<file path="src/rtl/queue_serializer.sv">
// queue_serializer
//   Transmit end of the byte queue: dequeues one byte at a time and shifts it
//   out MSB first over a valid/ready bit handshake. Each word is followed by
//   GAP_CYCLES idle cycles.
//
//   Optional feature macro: PARITY_EN -- appends an even-parity bit (XOR of
//   the 8 data bits) after bit 0, making each word 9 bits long.
//
// Ports
//   clock_10k         in   system clock
//   reset             in   asynchronous, active-high reset
//   q_len_in[3:0]     in   queue occupancy
//   q_data_in[7:0]    in   queue head, valid from the edge after a dequeue
//   q_deq_out         out  one-cycle dequeue pulse
//   ready_in          in   downstream accepts the presented bit this cycle
//   serial_out        out  presented bit
//   serial_valid_out  out  serial_out holds a valid bit
//   frame_start_out   out  first bit of a word is presented
//   busy_out          out  not idle
//   word_count_out    out  words fully transmitted since reset (wraps)

module queue_serializer #(
    parameter int unsigned GAP_CYCLES = 1,
    parameter int unsigned CNT_W      = 16
) (
    input  logic             clock_10k,
    input  logic             reset,
    input  logic [3:0]       q_len_in,
    input  logic [7:0]       q_data_in,
    output logic             q_deq_out,
    input  logic             ready_in,
    output logic             serial_out,
    output logic             serial_valid_out,
    output logic             frame_start_out,
    output logic             busy_out,
    output logic [CNT_W-1:0] word_count_out
);

    localparam int unsigned GAP_LAST = (GAP_CYCLES > 0) ? GAP_CYCLES - 1 : 0;
    localparam int unsigned GAP_W    = (GAP_LAST > 0) ? $clog2(GAP_LAST + 1) : 1;

    typedef enum logic [2:0] {
        ST_IDLE  = 3'd0,
        ST_REQ   = 3'd1,
        ST_WAIT  = 3'd2,
        ST_SHIFT = 3'd3,
        ST_GAP   = 3'd4
`ifdef PARITY_EN
        ,
        ST_PAR   = 3'd5
`endif
    } state_t;

    state_t             state_q, state_d;
    logic [7:0]         shreg_q, shreg_d;
    logic [2:0]         bitcnt_q, bitcnt_d;
    logic [GAP_W-1:0]   gap_cnt_q, gap_cnt_d;
    logic [CNT_W-1:0]   word_count_q, word_count_d;
`ifdef PARITY_EN
    logic               parity_q, parity_d;
`endif

    logic               q_deq_q, q_deq_d;
    logic               serial_q, serial_d;
    logic               valid_q, valid_d;
    logic               frame_q, frame_d;
    logic               busy_q, busy_d;

    logic               word_done;

    // State, datapath and registered outputs
    always_ff @(posedge clock_10k or posedge reset) begin
        if (reset) begin
            state_q      <= ST_IDLE;
            shreg_q      <= '0;
            bitcnt_q     <= '0;
            gap_cnt_q    <= '0;
            word_count_q <= '0;
`ifdef PARITY_EN
            parity_q     <= 1'b0;
`endif
            q_deq_q      <= 1'b0;
            serial_q     <= 1'b0;
            valid_q      <= 1'b0;
            frame_q      <= 1'b0;
            busy_q       <= 1'b0;
        end else begin
            state_q      <= state_d;
            shreg_q      <= shreg_d;
            bitcnt_q     <= bitcnt_d;
            gap_cnt_q    <= gap_cnt_d;
            word_count_q <= word_count_d;
`ifdef PARITY_EN
            parity_q     <= parity_d;
`endif
            q_deq_q      <= q_deq_d;
            serial_q     <= serial_d;
            valid_q      <= valid_d;
            frame_q      <= frame_d;
            busy_q       <= busy_d;
        end
    end

    // Next state and datapath updates
    always_comb begin
        state_d      = state_q;
        shreg_d      = shreg_q;
        bitcnt_d     = bitcnt_q;
        gap_cnt_d    = gap_cnt_q;
        word_count_d = word_count_q;
`ifdef PARITY_EN
        parity_d     = parity_q;
`endif
        word_done    = 1'b0;

        case (state_q)
            ST_IDLE: begin
                // Occupancy is only looked at here, so the post-dequeue
                // decrement can never trigger a second dequeue mid-word.
                if (q_len_in != 4'd0) begin
                    state_d = ST_REQ;
                end
            end
            ST_REQ: begin
                state_d = ST_WAIT;
            end
            ST_WAIT: begin
                shreg_d  = q_data_in;
                bitcnt_d = 3'd0;
`ifdef PARITY_EN
                parity_d = ^q_data_in;
`endif
                state_d  = ST_SHIFT;
            end
            ST_SHIFT: begin
                if (ready_in) begin
                    shreg_d  = {shreg_q[6:0], 1'b0};
                    bitcnt_d = bitcnt_q + 3'd1;
                    if (bitcnt_q == 3'd7) begin
`ifdef PARITY_EN
                        state_d = ST_PAR;
`else
                        word_done = 1'b1;
`endif
                    end
                end
            end
`ifdef PARITY_EN
            ST_PAR: begin
                if (ready_in) begin
                    word_done = 1'b1;
                end
            end
`endif
            ST_GAP: begin
                if (gap_cnt_q == GAP_W'(GAP_LAST)) begin
                    gap_cnt_d = '0;
                    state_d   = ST_IDLE;
                end else begin
                    gap_cnt_d = gap_cnt_q + GAP_W'(1);
                end
            end
            default: begin
                state_d = ST_IDLE;
            end
        endcase

        // Word count advances on the edge that accepts the final bit
        if (word_done) begin
            word_count_d = word_count_q + CNT_W'(1);
            gap_cnt_d    = '0;
            if (GAP_CYCLES > 0) begin
                state_d = ST_GAP;
            end else begin
                state_d = ST_IDLE;
            end
        end
    end

    // Outputs decoded from the next state so they register in step with it
    always_comb begin
        q_deq_d  = 1'b0;
        serial_d = 1'b0;
        valid_d  = 1'b0;
        frame_d  = 1'b0;
        busy_d   = (state_d != ST_IDLE);

        case (state_d)
            ST_REQ: begin
                q_deq_d = 1'b1;
            end
            ST_SHIFT: begin
                valid_d  = 1'b1;
                serial_d = shreg_d[7];
                frame_d  = (bitcnt_d == 3'd0);
            end
`ifdef PARITY_EN
            ST_PAR: begin
                valid_d  = 1'b1;
                serial_d = parity_d;
            end
`endif
            default: begin
            end
        endcase
    end

    assign q_deq_out        = q_deq_q;
    assign serial_out       = serial_q;
    assign serial_valid_out = valid_q;
    assign frame_start_out  = frame_q;
    assign busy_out         = busy_q;
    assign word_count_out   = word_count_q;

endmodule

</file>
<file path="config.mk">
export PLATFORM = sky130hd
export DESIGN_NAME = queue_serializer
export DESIGN_NICKNAME = d
export VERILOG_FILES = /design/src/rtl/queue_serializer.sv
export SDC_FILE = /design/constraint.sdc
export NUM_CORES = 1
export LEC_CHECK = 0
export ABC_AREA = 1
export ABC_CLOCK_PERIOD_IN_PS = 1600
export BUFFER_PORTS_ARGS = -buffer_cell sky130_fd_sc_hd__buf_4
export CORE_ASPECT_RATIO = 1.2
export CORE_UTILIZATION = 56
export CTS_BUF_LIST = sky130_fd_sc_hd__clkbuf_4
export CTS_CLUSTER_DIAMETER = 200
export DETAILED_ROUTE_END_ITERATION = 7
export GPL_TIMING_DRIVEN = 0
export PLACE_DENSITY = 0.83
export SLEW_MARGIN = 5
export SYNTH_ARGS = -nofsm -noshare
export SYNTH_HDL_FRONTEND = slang
export SYNTH_SLANG_ARGS = --single-unit
</file>
<file path="constraint.sdc">
create_clock -name clock_10k -period 1.6 [get_ports clock_10k]
set_clock_uncertainty 0.1 [all_clocks]
set_input_delay 0.48 -clock clock_10k [delete_from_list [all_inputs] [get_ports clock_10k]]
set_output_delay 0.48 -clock clock_10k [all_outputs]
set_load 0.005 [all_outputs]
</file>
==> reports/metrics.yaml <==
p_sw_mw: 0.9607
io_pins: 36
cts_root_buffer: "clkbuf_4"
path_cells: "buf_4 -> buf_4"
multi_input_area_um2: 800.8
critPathLaunch: "word_count_out[0]"
cts_tree: "built"
vias_per_cell: 5.231
comb_power_share_pct: 38.3
gp_congestion: 0.8148
core_um2: 2864
hold_buffers: 0
fp.dieH_um: 62.72
groute.usage.overall_pct: 23.15
cp_max_fo: 3
p_int_mw: 1.742
drc: 0
synth_cells: 199
syn_area_per_cell_um2: 8.645
htreeDepth: 2
cts_buffers: 5
wl_per_cell_um: 12.59
yosysWarnings: 0
whs_ns: 0.1504
r2r-end: "word_count_out[10]"
tightest_slew_ns: 0.6993
drtPass1Iterations: 4
io_buffers: 34
worstPathRequired_ns: 1.02
r2r-start: "bitcnt_q[1]"
pre_cts_ws_ns: -0.2044
hold_path_class: "input pin to asynchronous set/reset pin"
grt_pass1_vias: 1362
clk_path_buf_depth: 2
overflow: 0
yosys.area.top_type: "dfrtp_1"
cp-start-kind: "register"
die_area_um2: 3299
finalNetCount: 264
fin_crit_ns: 1.616
path_class: "register to output pin"
swShare_pct: 35.55
synth.top_cells.by_area: "dfrtp_1 51%, nand2_1 13%, inv_1 5.7%"
worstRegToRegCells: 9
synth_edf_count: 0
worstPathArrival_ns: 1.04
p_seq_share_pct: 45.0
diodes: 0
clock_latency_ns: 0.34
die_w_um: 52.60
yosys.cell_types.count: 24
cpPeakStageDelay_ns: 0.42
synth_nets: 217
hold_viol_final: 0
drive_gt1_share_pct: 29.15
min_period_over_period_pct: 101.0
clkSinkCount: 35
drv_slew: 0
grt_setup_unrepaired: "true"
synthTopCellsByCount: "58 x nand2_1, 35 x dfrtp_1, 26 x inv_1, 16 x nor2_1, 12 x nand3_1"
synthMostInstantiatedCell: "nand2_1"
synth.top_cell.area_share_pct: 50.91
clk_pin_slew_ns: 0.10
seqCellArea_um2: 875.8
fmax_mhz: 618.7
dpl.hpwl_um: 2388
cpMostUsedCell: "buf_4"
ys.flop_type: "dfrtp_1"
detail-route-antenna-nets: 0
drt-initial-drc-count: 35
status: "finished with violations"
yosysSeqAreaShare_pct: 50.91
ir_drop_mv: 0.7298
failed_checks: "negative setup slack"
endpoint: "word_count_out[0]"
row_count: 21
final.setup.tns_ns: -0.01831
antenna_found_initial: 0
setup_slack_ns: -0.01641
async_flop_share_pct: 100.0
crit_slowest_cell: "dfrtp_1"
synth-seq-cells: 35
routed_wl_um: 3538
fill_cells: 208
reg2reg_slack_ns: 0
setup_viol: 2
endpoint_kind: "output pin"
fin_area_um2: 2222
grt_max_degree: 36
vias: 1470
start_util_pct: 60.07
synthesis.area_um2: 1720
clkPwrFrac_pct: 16.7
critical_path_buf_inv_count: 2
grt_pass1_wl_um: 5589
place_area_um2: 2018
drv_cap: 0
critical_path.top_delay_family: "flip-flops"
power_density_nw_per_um2: 1216
path_depth: 2
area_delta_synth_final_pct: 29.16
p_leak_nw: 1.177
max-slew-margin-rel_pct: 53.31
==> registers in the layout, indices dropped and copies added (netlist names) <==
name,cells
state_q,3
q_deq_out,1
serial_valid_out,1
bitcnt_q,3
frame_start_out,1
word_count_out,16
shreg_q,8
serial_out,1
busy_out,1
==> cell families after synthesis <==
family | after synthesis | synth area share (%)
buf+inv | 28 | 6.618
fa+ha+maj | 3 | 2.182
flops | 35 | 50.91
xor+xnor | 9 | 5.019
simple gates | 107 | 28.73
compound gates | 17 | 6.546
==> area by class of cell <==
| cell class | instances | area share, % |
|---|---|---|
| Buffer | 2 | 1.126 |
| Clock buffer | 6 | 2.027 |
| Clock inverter | 2 | 0.3378 |
| Inverter | 26 | 4.505 |
| Multi-Input combinational cell | 136 | 36.04 |
| Sequential cell | 35 | 39.41 |
| Tap cell | 34 | 1.914 |
| Timing Repair Buffer | 40 | 14.64 |
==> metrics by stage <==
step / power [mW] / utilization, % / instances
after floorplan: 1.747 / - / 199
after global placement: 1.980 / 70.47 / 267
after detailed placement: 2.029 / 70.47 / 267
after CTS: 2.524 / 73.13 / 277
after global routing: 2.894 / 77.59 / 281
final: 2.702 / 77.59 / 281
==> routing by layer <==
metal | vias to the layer above | wire length [um] | GRT usage, %
li1 | 732 | - | -
met1 | 686 | 1523 | 27.63
met2 | 43 | 1759 | 38.45
met3 | 9 | 176 | 6.569
met4 | 0 | 79 | 8.882
met5 | - | 0 | 0
==> worst min path at each step <==
stage	end	slack [ns]	from	cells after the start
detailed placement	shreg_q[5]	0.37	shreg_q[5]	2
finish	shreg_q[5]	0.15	reset	2
global route	shreg_q[5]	0.21	reset	2
global placement	shreg_q[5]	0.36	shreg_q[5]	2
floorplan	shreg_q[5]	0.35	shreg_q[5]	2
CTS	shreg_q[6]	0.25	q_data_in[6]	3
==> placed cells by master, fill, tap and decap left out, drive strengths merged <==
master  Yosys  final
ha          3      3
nor2       24     24
nand3      12     12
buf         2     41
nor3        3      3
a22oi       6      6
a21oi       2      2
dfrtp      35     35
clkbuf      0      7
o21ai       4      4
a22o        1      1
a31oi       1      1
inv        26     26
clkinv      0      2
xnor2       2      2
o211ai      2      2
o21bai      1      1
nand4       6      6
xor2        7      7
nand2      62     62
==> power groups by stage <==
stage	clock (mW)	combinational, mW	sequential, mW
global route	0.498	1.16	1.23
detailed placement	0	0.795	1.23
global placement	0	0.754	1.23
floorplan	0	0.535	1.21
CTS	0.467	0.849	1.21
finish	0.451	1.04	1.22
==> timing repair <==
action	4_1_cts	5_1_grt
setup endpoints to repair	14	26
pin swaps	0	8
gates resized for setup	2	20
cloned	0	1
buffers inserted	2	3
Power figures use the tool's default switching activity.
